--- config.mk ---
export PLATFORM = sky130hd
export DESIGN_NAME = mmc_spi_host
export DESIGN_NICKNAME = d
export VERILOG_FILES = /design/src/rtl/mmc_pkg.sv /design/src/rtl/mmc_sclk_div.sv /design/src/rtl/mmc_spi_host.sv
export SDC_FILE = /design/constraint.sdc
export NUM_CORES = 1
export LEC_CHECK = 0
export CORE_ASPECT_RATIO = 1.75
export CORE_UTILIZATION = 39
export CTS_CLUSTER_SIZE = 8
export DETAILED_ROUTE_END_ITERATION = 10
export PLACE_DENSITY_LB_ADDON = 0.12
export SYNTH_ARGS = -nofsm -noshare
export SYNTH_HDL_FRONTEND = slang
export SYNTH_HIERARCHICAL = 1
export SYNTH_SLANG_ARGS = --single-unit
--- constraint.sdc ---
create_clock -name clk -period 2.7 [get_ports clk]
set_clock_uncertainty 0.2 [all_clocks]
set_input_delay 0.675 -clock clk [delete_from_list [all_inputs] [get_ports clk]]
set_output_delay 0.675 -clock clk [all_outputs]
set_load 0.02 [all_outputs]
--- src/rtl/mmc_pkg.sv ---
// Shared types and constants for the MMC/SD SPI host engine.
package mmc_pkg;

  localparam int   MMC_BYTE_W  = 8;
  localparam logic MMC_DI_IDLE = 1'b1;

  typedef enum logic [1:0] {
    IDLE,
    SCK_LO,
    SCK_HI
  } mmc_spi_state_t;

endpackage

--- src/rtl/mmc_sclk_div.sv ---
// Loadable down-counter that pulses tick once every CLK_DIV enabled cycles.
module mmc_sclk_div #(
  parameter int CLK_DIV = 4
) (
  input  logic clk,
  input  logic reset,
  input  logic load,
  input  logic en,
  output logic tick
);

  localparam logic [7:0] RELOAD = 8'(CLK_DIV - 1);

  logic [7:0] cnt_q, cnt_d;

  assign tick = en && (cnt_q == 8'd0);

  // Terminal count reloads so every phase lasts exactly CLK_DIV cycles.
  always_comb begin
    cnt_d = cnt_q;
    if (load) begin
      cnt_d = RELOAD;
    end else if (en) begin
      cnt_d = (cnt_q == 8'd0) ? RELOAD : cnt_q - 8'd1;
    end
  end

  always_ff @(posedge clk) begin
    if (reset) cnt_q <= 8'd0;
    else       cnt_q <= cnt_d;
  end

endmodule

--- src/rtl/mmc_spi_host.sv ---
// SPI mode-0 byte engine for an MMC/SD card: one byte per start/done handshake,
// MSB first, with a registered active-low card select that only moves while idle.
module mmc_spi_host
  import mmc_pkg::*;
#(
  parameter int CLK_DIV = 4
) (
  input  logic                  clk,
  input  logic                  reset,
  input  logic                  start,
  input  logic [MMC_BYTE_W-1:0] tx_byte,
  input  logic                  cs_req,
  output logic                  busy,
  output logic                  done,
  output logic [MMC_BYTE_W-1:0] rx_byte,
  output logic                  mmc_cs,
  output logic                  mmc_di,
  input  logic                  mmc_do,
  output logic                  mmc_sclk
);

  mmc_spi_state_t        state_q, state_d;
  logic [2:0]            bit_q, bit_d;
  logic [MMC_BYTE_W-1:0] tx_q, tx_d;
  logic [MMC_BYTE_W-1:0] rx_sh_q, rx_sh_d;
  logic [MMC_BYTE_W-1:0] rx_byte_q, rx_byte_d;
  logic                  busy_q, busy_d;
  logic                  done_q, done_d;
  logic                  cs_q, cs_d;
  logic                  di_q, di_d;
  logic                  sclk_q, sclk_d;
  logic                  div_load;
  logic                  tick;

  mmc_sclk_div #(.CLK_DIV(CLK_DIV)) u_div (
    .clk   (clk),
    .reset (reset),
    .load  (div_load),
    .en    (state_q != IDLE),
    .tick  (tick)
  );

  always_comb begin
    state_d   = state_q;
    bit_d     = bit_q;
    tx_d      = tx_q;
    rx_sh_d   = rx_sh_q;
    rx_byte_d = rx_byte_q;
    busy_d    = busy_q;
    done_d    = 1'b0;
    cs_d      = cs_q;
    di_d      = di_q;
    sclk_d    = sclk_q;
    div_load  = 1'b0;
    unique case (state_q)
      IDLE: begin
        cs_d = ~cs_req;
        if (start) begin
          state_d  = SCK_LO;
          div_load = 1'b1;
          busy_d   = 1'b1;
          bit_d    = 3'd0;
          sclk_d   = 1'b0;
          di_d     = tx_byte[MMC_BYTE_W-1];
          tx_d     = {tx_byte[MMC_BYTE_W-2:0], 1'b0};
        end
      end
      SCK_LO: begin
        if (tick) begin
          state_d = SCK_HI;
          sclk_d  = 1'b1;
          rx_sh_d = {rx_sh_q[MMC_BYTE_W-2:0], mmc_do};
        end
      end
      SCK_HI: begin
        if (tick) begin
          sclk_d = 1'b0;
          if (bit_q == 3'd7) begin
            state_d   = IDLE;
            busy_d    = 1'b0;
            done_d    = 1'b1;
            bit_d     = 3'd0;
            di_d      = MMC_DI_IDLE;
            rx_byte_d = rx_sh_q;
          end else begin
            // Next data bit goes out together with the falling clock edge.
            state_d = SCK_LO;
            bit_d   = bit_q + 3'd1;
            di_d    = tx_q[MMC_BYTE_W-1];
            tx_d    = {tx_q[MMC_BYTE_W-2:0], 1'b0};
          end
        end
      end
      default: state_d = IDLE;
    endcase
  end

  always_ff @(posedge clk) begin
    if (reset) begin
      state_q   <= IDLE;
      bit_q     <= 3'd0;
      tx_q      <= '0;
      rx_sh_q   <= '0;
      rx_byte_q <= '0;
      busy_q    <= 1'b0;
      done_q    <= 1'b0;
      cs_q      <= 1'b1;
      di_q      <= MMC_DI_IDLE;
      sclk_q    <= 1'b0;
    end else begin
      state_q   <= state_d;
      bit_q     <= bit_d;
      tx_q      <= tx_d;
      rx_sh_q   <= rx_sh_d;
      rx_byte_q <= rx_byte_d;
      busy_q    <= busy_d;
      done_q    <= done_d;
      cs_q      <= cs_d;
      di_q      <= di_d;
      sclk_q    <= sclk_d;
    end
  end

  assign busy     = busy_q;
  assign done     = done_q;
  assign rx_byte  = rx_byte_q;
  assign mmc_cs   = cs_q;
  assign mmc_di   = di_q;
  assign mmc_sclk = sclk_q;

endmodule

==> flow_summary_export.csv <==
group,metric,value,unit
status,status,"complete, no violations",
cells_and_area,fin_util,50.90,%
cells_and_area,num-fill-cells,427,
drt,post_drt_wl_per_cell,13.96,µm
timing,fmax,0.4312,GHz
min_path,hold_start,"rx_byte[6]",
worst_setup_path,worst-path-max-fanout,7,
cells_and_area,drive_above_1_share,9.778,%
placed_design,place_area,2128,µm²
yosys,syn_inst,195,
timing,worst_slew_pin_slew,0.5379,ns
timing,hold_slack,0.2601,ns
timing,fin_crit_sh,85.89,%
worst_setup_path,r2r-start,"u_div/cnt_q[7]",
cts,cts_sinks,41,
cts,cts.path.max_buffers,2,
yosys,yosys.area.top_type_share,44.96,%
placed_design,io_buffers,25,
power,leakagePower,0.8765,nW
worst_setup_path,endpoint_kind,"flip-flop",
yosys,ys_ff_latch,41,
power,fin_total_pwr,1.425,mW
die,dieWidth,53.72,µm
drt,vias,1507,
drt,routed_via_density,5.460,
global_route,grt_pass1_wl,6.492,mm
cts,cts_buffers,5,
cts,clk_pin_slew,0.08,ns
placed_design,dpl.hpwl,2.710,mm
drt,finalWirelength,3.852,mm
timing,slew-limit-headroom,63.12,%
worst_setup_path,critical_path_required,2.69,ns
yosys,syn_area,1826,µm²
cts,cts_setup_buffers,0,
global_route,overflow,0,
placed_design,placed_cells,268,
die,fp-row-count,32,
cts,cts-resized-gates,0,
cts,postCtsHoldBufs,0,
cells_and_area,syn_to_final_growth,23.92,%
yosys,synth.largest_area_cell,"dfxtp_1",
die,ioPinCount,26,
die,initial_core_util,41.08,%
yosys,syn-num-nets,212,
die,coreArea,4444,µm²
drt,first_iter_violations,17,
cts,tritoncts,"yes",
timing,finalHoldViolCount,0,
cells_and_area,num-nets-final,241,
die,die_h,92.51,µm
global_route,grt.total_usage,17.41,%
cts,cts_root_buffer,"clkbuf_8",
cts,clk_latency,0.29,ns
timing,rsz0062_at_grt,"false",
power,vdd_drop_max,424.8,µV
timing,setup_viol,0,
min_path,min_delay_worst_endpoint,"rx_byte[6]",
job,maxCapViolCount,0,
cells_and_area,diodes,0,
cells_and_area,layoutNonFillerInstCount,276,
global_route,antenna_found_initial,0,
yosys,yosysMostFrequentCell,"dfxtp_1",
placed_design,gp_congestion,0.7511,
die,die_area,4969,µm²
yosys,synth_flop_cell,"dfxtp_1",
worst_setup_path,ff2ff_setup_slack,0.38,ns
worst_setup_path,cp_data_arrival_time,2.31,ns
timing,drv_slew,0,
yosys,ys_warn_count,6,
drt,dr.pass1.iters,4,
timing,finalSetupTns,0,ns
worst_setup_path,critPathLaunchType,"flip-flop",
worst_setup_path,worst_r2r_path_depth,6,
yosys,netlist_top_cells_count,"dfxtp_1, nand2_1, a21oi_1",
timing,worst_slack,0.3810,ns
yosys,synth-edff-count,0,
worst_setup_path,crit_type,"reg2reg",
drt,antenna_left,0,
min_path,hp-class,"reg2reg",
placed_design,pre_cts_slack,0.3071,ns
yosys,synth_area_leaders,"dfxtp_1, mux2i_1, nand2_1",
timing,layout_min_cycle_time,2.319,ns
global_route,grt_max_degree,21,
drt,drc,0,
min_path,hold_path_depth,2,
cts,htree_levels,2,
cells_and_area,fin_area,2262,µm²
worst_setup_path,reg2reg_to,"tx_q[4]",
global_route,grt_pass1_vias,1513,
yosys,synthArstFlopShare,0,%
yosys,synth_cell_types,41,
power,powerDensity,630.0,nW/µm²
yosys,seq_area_frac_synth,44.96,%
yosys,syn_avg_cell_area,9.362,µm²
==> final cells by class <==
type | instances | area [µm²] | share of cell area, %
multi-input combinational | 136 | 903.4 | 39.93
sequential | 41 | 820.8 | 36.28
timing repair buffer | 34 | 317.8 | 14.05
clock buffer | 5 | 68.82 | 3.042
clock inverter | 3 | 65.06 | 2.876
tap | 51 | 63.81 | 2.821
inverter | 6 | 22.52 | 0.9956
==> power by group <==
group / total [mW] / switching (mW) / internal (mW)
combinational: 0.194 / 0.101 / 0.0938
sequential: 0.653 / 0.0218 / 0.632
clock: 0.577 / 0.210 / 0.367
total: 1.43 / 0.332 / 1.09
==> critical path, cell delays in order, from the launching register on <==
cell      delay [ns]
dfxtp_1         0.36
or4_1           0.59
nor2_1          0.20
nor4bb_1        0.35
buf_4           0.21
nor3_1          0.06
a211oi_1        0.26
==> placed cells by master (no fill, tap or decap), drive strengths merged, types with 2 or more instances in the layout <==
cell type / n
a211oi: 6
o211ai: 3
buf: 9
inv: 6
o31ai: 3
xor2: 2
nor3b: 2
ha: 4
or2: 3
or4b: 2
mux2i: 16
o21ai: 6
o311ai: 3
bufinv: 2
nand4b: 3
nor2: 11
o41ai: 2
o21a: 2
a21oi: 17
clkbuf: 5
nand3b: 3
nor3: 10
nand2b: 2
clkdlybuf4s50: 25
dfxtp: 41
nand2: 25
==> per-layer routing <==
metal	wire, µm	up-vias	GRT usage [%]
met1	1584	707	18.97
li1	-	758	-
met4	92	0	8.114
met5	0	-	0
met2	2022	34	29.94
met3	153	8	4.105
==> registers in the layout (all words and copies together) (netlist names) <==
| register | count |
|---|---|
| rx_byte | 8 |
| rx_sh_q | 8 |
| u_div/cnt_q | 8 |
| tx_q | 7 |
| bit_q | 3 |
| state_q | 2 |
| busy | 1 |
| done | 1 |
| mmc_cs | 1 |
| mmc_di | 1 |
| mmc_sclk | 1 |
==> kinds of logic (layout without fill, tap and decap cells) <==
group	after synthesis	count (layout)	share of synthesized area (%)
simple gates	69	69	21.18
compound gates	45	45	15.83
flops	41	41	44.96
buf+inv	18	48	5.551
mux	16	16	8.773
fa+ha+maj	4	4	2.742
xor+xnor	2	2	0.9597
==> worst max-delay path by stage <==
stage	from	end	cells past startpoint
2_1_floorplan	state_q[0]	state_q[0]	10
3_3_place_gp	start	state_q[0]	5
3_5_place_dp	start	tx_q[4]	5
4_1_cts	u_div/cnt_q[7]	tx_q[4]	6
5_1_grt	u_div/cnt_q[6]	tx_q[4]	6
6_report	u_div/cnt_q[7]	tx_q[4]	6
Note: power is estimated with default switching activity, not from simulation.
